### src/rtl/arb_pkg.sv
// Shared types and constants for the IFU/LSU memory arbiter (mem_arb).
package arb_pkg;

  typedef enum logic [1:0] {
    ARB_IDLE = 2'b00,
    ARB_REQ  = 2'b01,
    ARB_WAIT = 2'b10
  } arb_state_e;

  typedef enum logic {
    OWN_IFU = 1'b0,
    OWN_LSU = 1'b1
  } arb_owner_e;

  // Instruction fetches are always full-word reads.
  localparam logic [1:0]  IFU_SIZE  = 2'b10;
  // Data returned to the owner when the watchdog abandons a transaction.
  localparam logic [31:0] ERR_RDATA = 32'hDEAD_BEEF;

  // Map a one-hot grant vector (bit0 = IFU, bit1 = LSU) to the owner it selects.
  function automatic arb_owner_e grant_to_owner(input logic [1:0] grant);
    return grant[1] ? OWN_LSU : OWN_IFU;
  endfunction

endpackage

### src/rtl/arb_rr2.sv
// Combinational 2-way round-robin picker. req/grant bit0 = IFU, bit1 = LSU.
// On a tie the requester that was not granted last time wins; the history
// register itself lives in the parent.
module arb_rr2
  import arb_pkg::*;
(
  input  logic [1:0] req,
  input  arb_owner_e last,
  output logic [1:0] grant
);

  // Pick a single winner from the current requests.
  always_comb begin
    grant = 2'b00;
    case (req)
      2'b01:   grant = 2'b01;
      2'b10:   grant = 2'b10;
      2'b11:   grant = (last == OWN_IFU) ? 2'b10 : 2'b01;
      default: grant = 2'b00;
    endcase
  end

endmodule

### src/rtl/mem_arb.sv
// Two-requester (IFU / LSU) arbiter sharing one memory port. One transaction
// is outstanding at a time: IDLE grants and latches a request, REQ offers it
// with valid/ready, WAIT forwards the memory response to the owner.
// Optional feature macro: ARB_TIMEOUT_EN adds a watchdog that ends a stuck
// transaction after TIMEOUT_CYCLES with ERR_RDATA and a sticky err flag.
module mem_arb
  import arb_pkg::*;
#(
  parameter int ADDR_W         = 32,
  parameter int DATA_W         = 32,
  parameter int TIMEOUT_CYCLES = 1024
) (
  input  logic                clock,
  input  logic                reset,
  input  logic                ifu_reqValid,
  input  logic [ADDR_W-1:0]   ifu_addr,
  output logic                ifu_respValid,
  output logic [DATA_W-1:0]   ifu_rdata,
  input  logic                lsu_reqValid,
  input  logic [ADDR_W-1:0]   lsu_addr,
  input  logic [1:0]          lsu_size,
  input  logic                lsu_wen,
  input  logic [DATA_W-1:0]   lsu_wdata,
  input  logic [DATA_W/8-1:0] lsu_wmask,
  output logic                lsu_respValid,
  output logic [DATA_W-1:0]   lsu_rdata,
  output logic                mem_reqValid,
  input  logic                mem_reqReady,
  output logic [ADDR_W-1:0]   mem_addr,
  output logic [1:0]          mem_size,
  output logic                mem_wen,
  output logic [DATA_W-1:0]   mem_wdata,
  output logic [DATA_W/8-1:0] mem_wmask,
  input  logic                mem_respValid,
  input  logic [DATA_W-1:0]   mem_rdata,
  output logic                err
);

  arb_state_e          state_r;
  arb_state_e          state_nxt_s;
  arb_owner_e          owner_r;
  arb_owner_e          last_grant_r;
  logic                req_valid_r;
  logic [ADDR_W-1:0]   addr_r;
  logic [1:0]          size_r;
  logic                wen_r;
  logic [DATA_W-1:0]   wdata_r;
  logic [DATA_W/8-1:0] wmask_r;

  logic [1:0]          grant_s;
  logic                grant_any_s;
  arb_owner_e          grant_owner_s;
  logic                resp_fire_s;
  logic [DATA_W-1:0]   resp_data_s;
  logic                timeout_s;

  arb_rr2 u_rr (
    .req   ({lsu_reqValid, ifu_reqValid}),
    .last  (last_grant_r),
    .grant (grant_s)
  );

  assign grant_any_s   = (state_r == ARB_IDLE) && (grant_s != 2'b00);
  assign grant_owner_s = grant_to_owner(grant_s);

`ifdef ARB_TIMEOUT_EN
  localparam int CNT_W = $clog2(TIMEOUT_CYCLES + 1);

  logic [CNT_W-1:0] tmo_cnt_r;
  logic             err_r;
  logic             tmo_take_s;

  // Fires in the TIMEOUT_CYCLES-th cycle spent in REQ/WAIT.
  assign timeout_s  = (state_r != ARB_IDLE) &&
                      ((32'(tmo_cnt_r) + 32'd1) == 32'(TIMEOUT_CYCLES));
  // A real response in the same cycle wins over the watchdog.
  assign tmo_take_s = timeout_s && !((state_r == ARB_WAIT) && mem_respValid);
  assign err        = err_r;

  // Watchdog counter (cleared while idle, so it starts at 0 in the first REQ cycle) and sticky error.
  always_ff @(posedge clock) begin
    if (reset) begin
      tmo_cnt_r <= '0;
      err_r     <= 1'b0;
    end else begin
      if ((state_r == ARB_IDLE) || tmo_take_s) begin
        tmo_cnt_r <= '0;
      end else begin
        tmo_cnt_r <= tmo_cnt_r + CNT_W'(1);
      end
      if (tmo_take_s) begin
        err_r <= 1'b1;
      end
    end
  end
`else
  assign timeout_s = 1'b0;
  assign err       = 1'b0;
`endif

  // Next-state and response generation for the IDLE/REQ/WAIT sequencer.
  always_comb begin
    state_nxt_s = state_r;
    resp_fire_s = 1'b0;
    resp_data_s = '0;
    case (state_r)
      ARB_IDLE: begin
        if (grant_any_s) begin
          state_nxt_s = ARB_REQ;
        end else begin
          state_nxt_s = ARB_IDLE;
        end
      end
      ARB_REQ: begin
        // A response while the request is still being offered is ignored.
        if (timeout_s) begin
          resp_fire_s = 1'b1;
          resp_data_s = DATA_W'(ERR_RDATA);
          state_nxt_s = ARB_IDLE;
        end else if (mem_reqReady) begin
          state_nxt_s = ARB_WAIT;
        end else begin
          state_nxt_s = ARB_REQ;
        end
      end
      ARB_WAIT: begin
        if (mem_respValid) begin
          resp_fire_s = 1'b1;
          resp_data_s = mem_rdata;
          state_nxt_s = ARB_IDLE;
        end else if (timeout_s) begin
          resp_fire_s = 1'b1;
          resp_data_s = DATA_W'(ERR_RDATA);
          state_nxt_s = ARB_IDLE;
        end else begin
          state_nxt_s = ARB_WAIT;
        end
      end
      default: begin
        state_nxt_s = ARB_IDLE;
      end
    endcase
  end

  // State, owner, round-robin history and the latched request payload.
  always_ff @(posedge clock) begin
    if (reset) begin
      state_r      <= ARB_IDLE;
      owner_r      <= OWN_IFU;
      last_grant_r <= OWN_IFU;
      req_valid_r  <= 1'b0;
      addr_r       <= '0;
      size_r       <= 2'b00;
      wen_r        <= 1'b0;
      wdata_r      <= '0;
      wmask_r      <= '0;
    end else begin
      state_r     <= state_nxt_s;
      req_valid_r <= (state_nxt_s == ARB_REQ);
      if (grant_any_s) begin
        owner_r      <= grant_owner_s;
        last_grant_r <= grant_owner_s;
        if (grant_owner_s == OWN_LSU) begin
          addr_r  <= lsu_addr;
          size_r  <= lsu_size;
          wen_r   <= lsu_wen;
          wdata_r <= lsu_wdata;
          wmask_r <= lsu_wmask;
        end else begin
          addr_r  <= ifu_addr;
          size_r  <= IFU_SIZE;
          wen_r   <= 1'b0;
          wdata_r <= '0;
          wmask_r <= '0;
        end
      end
    end
  end

  assign mem_reqValid  = req_valid_r;
  assign mem_addr      = addr_r;
  assign mem_size      = size_r;
  assign mem_wen       = wen_r;
  assign mem_wdata     = wdata_r;
  assign mem_wmask     = wmask_r;

  // Responses are routed combinationally to the owner only; the other side sees zeros.
  assign ifu_respValid = resp_fire_s && (owner_r == OWN_IFU);
  assign lsu_respValid = resp_fire_s && (owner_r == OWN_LSU);
  assign ifu_rdata     = ifu_respValid ? resp_data_s : '0;
  assign lsu_rdata     = lsu_respValid ? resp_data_s : '0;

endmodule

### config.mk
export PLATFORM = sky130hd
export DESIGN_NAME = mem_arb
export DESIGN_NICKNAME = d
export VERILOG_FILES = /design/src/rtl/arb_pkg.sv /design/src/rtl/arb_rr2.sv /design/src/rtl/mem_arb.sv
export SDC_FILE = /design/constraint.sdc
export NUM_CORES = 1
export LEC_CHECK = 0
export CAP_MARGIN = 20
export CORE_AREA = 2 2 109 111
export DETAILED_ROUTE_END_ITERATION = 10
export DIE_AREA = 0 0 111 113
export DONT_BUFFER_PORTS = 1
export PLACE_DENSITY_LB_ADDON = 0.2
export SYNTH_ARGS = -nofsm -noshare
export SYNTH_HDL_FRONTEND = slang
export SYNTH_SLANG_ARGS = --single-unit
### constraint.sdc
create_clock -name clock -period 1.9 [get_ports clock]
set_input_delay 0.285 -clock clock [delete_from_list [all_inputs] [get_ports clock]]
set_output_delay 0.285 -clock clock [all_outputs]
set_load 0.005 [all_outputs]
==> impl_metrics.toml, run 1 <==
[synthesis]
synthArstFlopShare_pct = 0
synth_cell_types = 28
synthesis.instances = 363
synthTopCellsByArea = "dfxtp_1, a311oi_2, and2_1"
syn_area_um2 = 3460
yosysWarnings = 0
yosysSeqAreaShare_pct = 43.4
ys_top_cells_by_count = "dfxtp_1, nand2_1, and2_1, a22o_1, a21oi_1"
synth_fp_nets = 504
synth_edf_count = 0
synth.largest_area_cell = "dfxtp_1"
yosysMostFrequentCell = "dfxtp_1"
ys.flop_type = "dfxtp_1"
ys_ff_latch = 75
synth_area_per_cell_um2 = 9.52
synth_top_area_share_pct = 43.4

[power_and_ir_drop]
vdd_drop_max_v = 0.000456
p_leak_nw = 1.47
power.density_nw_per_um2 = 1090

[floorplan]
chipWidth_um = 111
initial_core_util_pct = 30.7
ios = 280
dieArea_um2 = 12500
core_um2 = 11300
rows = 39
dieHeight_um = 113

[global_routing]
grt_busiest_layer = "met2"
use_met3_pct = 6.80
grt_max_degree = 39
grt_pass1_vias = 2584
use_met2_pct = 24.6
met1_usage_pct = 17.8
grt_use_total_pct = 15.0
grt_overflow = 0
antenna_found_initial = 0
grt_pass1_wl_mm = 14.8

[timing]
finalCritPeriodShare_pct = 91.5
final.min_clock_period_ns = 1.74
worst_slack_ns = 0.161
rsz0062_at_grt = "false"
final.setup_skew_ns = 0.00955
hold_viol = 0
setup_viol = 0
fin_setup_tns_ns = 0
max_freq_ghz = 0.575
report.final.slew_viol_count = 0
hold_ws_ns = 0.0271

[cts]
post_cts.repair.setup_buffers = 0
clock_path_buffers = 2
cts_tree = "done"
clk_pin_slew_ns = 0.06
htreeDepth = 3
ctsRootBufferMaster = "clkbuf_16"
cts_made_buffers = 9
insertion_delay_ns = 0.33
clock_sinks = 75

[job]
cap_violations = 0

[critical_path]
path_buf_inv = 1
cp-end-kind = "output pin"
crit_path_start_kind = "flip-flop"
path_class = "flip-flop to output pin"
cp_slowest_stage_delay_ns = 0.44
crit_chain = "and4b_1, buf_4, and2_1"
cp_data_arrival_time_ns = 1.45
crit_slowest_cell = "dfxtp_1"
path_delay_family = "flip-flops"
worst-endpoint-required_ns = 1.62
worstPathMaxFanout = 33

[route]
wl_per_cell_um = 19.9
drt-total-wl_mm = 9.93
drtPass1Iterations = 4
ant_nets = 0
vias_per_cell = 5.37
route.detailed.drc = 0
route.vias.total = 2672
drt-initial-drc-count = 169

[placed_design]
gp_congestion = 0.796
hpwlAfterDp_mm = 7.23
io_buffer_count = 0
dp.cells = 480
place_ws_ns = 0.381

[status]
outcome = "finished clean"

[cells_and_area]
areaGrowthSynthToFinish_pct = 12.3
final_nets = 490
drive_gt1_share_pct = 17.5
fin_cells = 498

[hold_path]
hold_path.class = "primary input to flip-flop"
==> power by group <==
group,leakage (nW),switching (W),internal (W)
clock,0.159,0.000704,0.00117
sequential,0.618,0.000130,0.00172
combinational,0.696,0.000292,0.000228
total,1.47,0.00113,0.00312
==> worst reg2reg max path, delay by kind of cell (launching register included) <==
kind | cells | cell delay (ns)
flops | 1 | 0.42
simple gates | 1 | 0.08
compound gates | 2 | 0.69
buf+inv | 1 | 0.24
==> per-layer routing <==
metal | part of all wire (%) | wire length, um
met5 | 0 | 0
met4 | 0.81 | 80
met3 | 11 | 1090
met2 | 48 | 4730
met1 | 41 | 4030
==> flip-flops by register name, summed over array words and instances (netlist names) <==
register	count
mem_wen	1
last_grant_r	1
mem_wmask	4
mem_reqValid	1
mem_wdata	32
mem_addr	32
state_r	2
mem_size	2
==> worst paths after layout <==
path | from | endpoint | slack [ns] | depth (start not counted)
setup / recovery | state_r[1] | lsu_rdata[28] | 0.16 | 3
hold / removal | reset | mem_addr[14] | 0.03 | 1
setup reg to reg | last_grant_r | mem_addr[30] | 0.40 | 4
hold reg to reg | mem_wdata[8] | mem_wdata[8] | 0.50 | 1
==> metrics by stage <==
step | total power [W] | util [%] | instance area (um2)
3_3_place_gp | 0.00240 | 31.4 | 3530
5_1_grt | 0.00447 | 34.4 | 3880
3_5_place_dp | 0.00241 | 31.4 | 3530
2_1_floorplan | 0.00231 | - | 3460
4_1_cts | 0.00432 | 34.3 | 3860
6_report | 0.00425 | 34.4 | 3880
==> placed cells by master (no fill, tap or decap), drive strengths merged <==
cell,count
o21a,2
diode,1
clkinvlp,1
dfxtp,75
and4b,1
dlygate4sd3,1
and4bb,1
and3,1
a21bo,2
a21oi,35
nand3b,1
bufinv,2
conb,1
and2,65
a311oi,32
buf,10
a21boi,1
o221a,1
or2,1
a22o,38
clkbuf,9
nor3b,1
inv,5
nor2,2
nand2,66
==> final cells by class <==
type	count	area, um2
diodes	1	2.50
repair buffers	11	110
well taps	143	179
fillers	1152	7390
clock buffers	9	225
flip-flops and latches	75	1500
clock inverters	7	105
inverters	1	3.75
multi-input cells	251	1750
==> kinds of logic after synthesis <==
kind of cell / synth area share, %
AOI/OAI and AO/OA: 29.7
buffers and inverters: 5.90
DFF: 43.4
other: 0.109
and+or+nand+nor: 20.9
==> timing repair <==
| item | in CTS | in global routing |
|---|---|---|
| hold buffers | 0 | 1 |
| resized for setup | 0 | 1 |
| endpoints found under the setup margin | 0 | 32 |
| hold endpoints to repair | 0 | 6 |
No activity file was read; power rests on OpenSTA's default activity.
==> run 2: changes to the inputs <==
--- a/config.mk
+++ b/config.mk
@@ -5,6 +5,7 @@
 export SDC_FILE = /design/constraint.sdc
 export NUM_CORES = 1
 export LEC_CHECK = 0
+export ABC_AREA = 1
 export CAP_MARGIN = 20
 export CORE_AREA = 2 2 109 111
 export DETAILED_ROUTE_END_ITERATION = 10
==> impl_metrics.toml, run 2 <==
[timing]
max_freq_ghz = 0.569
fin_setup_tns_ns = 0
hold_viol = 0
final.min_clock_period_ns = 1.76
setup_viol = 0
report.final.slew_viol_count = 0
rsz0062_at_grt = "false"
final.setup_skew_ns = 0.00474
finalCritPeriodShare_pct = 92.5

[synthesis]
ys_ff_latch = 75
syn_area_um2 = 3900
synthMuxAreaShare_pct = 0
synthArstFlopShare_pct = 0
synth_area_per_cell_um2 = 6.01
ys.flop_type = "dfxtp_1"
synthesis.instances = 649
synthSimpleGateAreaFrac_pct = 40.1
yosysWarnings = 0
synth_fp_nets = 790
synth_cell_types = 19
synth_xor_area_share_pct = 0
synth.largest_area_cell = "dfxtp_1"
yosysSeqAreaShare_pct = 38.5
synth_fa_ha_area_share_pct = 0
synth_edf_count = 0
synth_top_area_share_pct = 38.5
ys_top_cells_by_count = "nand2_1, nor2_1, inv_1, dfxtp_1, a21oi_1"
synth-compound-area-share_pct = 5.59
yosysMostFrequentCell = "nand2_1"
synthTopCellsByArea = "dfxtp_1, nand2_1, nor2_1"
synth_top_family_by_area = "simple AND/OR/NAND/NOR gates"

[critical_path]
cp_data_arrival_time_ns = 1.47
cp-end-kind = "output pin"
crit_path_start_kind = "flip-flop"
reg2reg_from = "last_grant_r"
regToRegSetupSlack_ns = 0.53
worst-endpoint-required_ns = 1.62
worstPathMaxFanout = 33
path_class = "flip-flop to output pin"
rr_endpoint = "mem_addr[2]"
r2r_cells = 6

[floorplan]
chipWidth_um = 111
rows = 39
ios = 280
dieArea_um2 = 12500
dieHeight_um = 113
initial_core_util_pct = 34.6
core_um2 = 11300

[cts]
clock_sinks = 75
post_cts.repair.setup_buffers = 0
cts_made_buffers = 9
cts_tree = "done"
clock_path_buffers = 2
htreeDepth = 3
clk_pin_slew_ns = 0.06
ctsRootBufferMaster = "clkbuf_16"
insertion_delay_ns = 0.33

[route]
route.vias.total = 3742
ant_nets = 0
drtPass1Iterations = 5
drt-total-wl_mm = 11.0
route.detailed.drc = 0
vias_per_cell = 4.83
drt-initial-drc-count = 264
wl_per_cell_um = 14.2

[hold_path]
hold_path.class = "primary input to flip-flop"
holdPathEnd = "mem_wdata[1]"
min_from = "reset"
hold_path_depth = 1

[placed_design]
dp.cells = 759
gp_congestion = 0.818
io_buffer_count = 0
hpwlAfterDp_mm = 7.87

[cells_and_area]
final_nets = 768
n_antenna_cell = 0
areaGrowthSynthToFinish_pct = 9.82
final_util_pct = 38.0
fin_cells = 775
drive_gt1_share_pct = 5.06
mostFrequentLayoutCells = "nand2_1, nor2_1, inv_1"
layout_commonest_cell = "nand2_1"

[job]
cap_violations = 0

[status]
outcome = "finished clean"

[power_and_ir_drop]
p_leak_nw = 2.18
vdd_drop_max_v = 0.000563
power.density_nw_per_um2 = 993

[global_routing]
grt_pass1_vias = 3386
grt_pass1_wl_mm = 17.0
grt_max_degree = 50
antenna_found_initial = 0
grt_use_total_pct = 16.8
grt_overflow = 0
==> run 2: cell types whose count changed in the layout (fill, tap and decap cells not counted), moves of 28 or more <==
cell      before  now
a22o_1        38    0
inv_1          1  103
nand4_1        0   38
nand2_1       66  171
and2_1        64    0
nor2_1         1  163
a311oi_2      28    0
==> run 2: metal layers <==
layer | track usage [%] | part of all wire (%) | vias to the layer above | wire length, um
li1 | - | - | 1896 | -
met5 | 0 | 0 | - | 0
met1 | 20.3 | 41 | 1685 | 4560
met3 | 6.05 | 8.9 | 13 | 975
met4 | 7.08 | 1.4 | 0 | 154
met2 | 27.2 | 48 | 148 | 5330
==> run 2: repair_timing <==
action                     CTS  global route
hold buffers                 0             0
setup endpoints to repair    0             1
resized for setup            0             1
==> run 2: worst max-delay path by stage <==
| stage | from | endpoint | slack [ns] |
|---|---|---|---|
| 2_1_floorplan | state_r[1] | ifu_rdata[22] | 0.63 |
| 3_3_place_gp | state_r[1] | ifu_rdata[22] | 0.53 |
| 3_5_place_dp | state_r[0] | ifu_rdata[22] | 0.47 |
| 4_1_cts | state_r[1] | ifu_rdata[22] | 0.09 |
| 5_1_grt | state_r[1] | ifu_rdata[29] | 0.04 |
| 6_report | state_r[1] | ifu_rdata[22] | 0.14 |
==> run 2: area by class of cell <==
class | count | area (um2)
Fill cell | 1229 | 6990
Multi-Input combinational cell | 426 | 1780
Sequential cell | 75 | 1500
Inverter | 104 | 390
Clock buffer | 13 | 270
Tap cell | 143 | 179
Timing Repair Buffer | 11 | 111
Clock inverter | 3 | 43.8
==> run 2: cells by family (layout without fill, tap and decap cells) <==
group	Yosys count	after routing
AO/OA/AOI/OAI	43	43
buffers and inverters	148	131
flip-flops	75	75
other	1	1
AND/OR/NAND/NOR	382	382
==> run 2: metrics by stage <==
stage | hold WS [ns] | setup WS [ns] | area, um2 | total power [W]
CTS | 0.0152 | 0.0886 | 4280 | 0.00432
global placement | 0.375 | 0.532 | 3960 | 0.00249
finish | 0.0469 | 0.142 | 4280 | 0.00425
global route | 0.0174 | 0.0415 | 4280 | 0.00449
floorplan | 0.420 | 0.630 | 3900 | 0.00239
detailed placement | 0.376 | 0.467 | 3960 | 0.00251
==> run 2: critical path: stages, from the launching register on <==
cell	delay, ns
dfxtp_1	0.39
inv_2	0.08
nor2_2	0.12
nand3b_1	0.11
buf_6	0.19
nor2_1	0.12
buf_4	0.13
==> run 2: power by group <==
| group | internal [W] | leakage [nW] | switching [W] |
|---|---|---|---|
| sequential | 0.00172 | 0.618 | 0.000124 |
| clock | 0.00113 | 0.156 | 0.000653 |
| combinational | 0.000219 | 1.41 | 0.000406 |
| total | 0.00307 | 2.18 | 0.00118 |
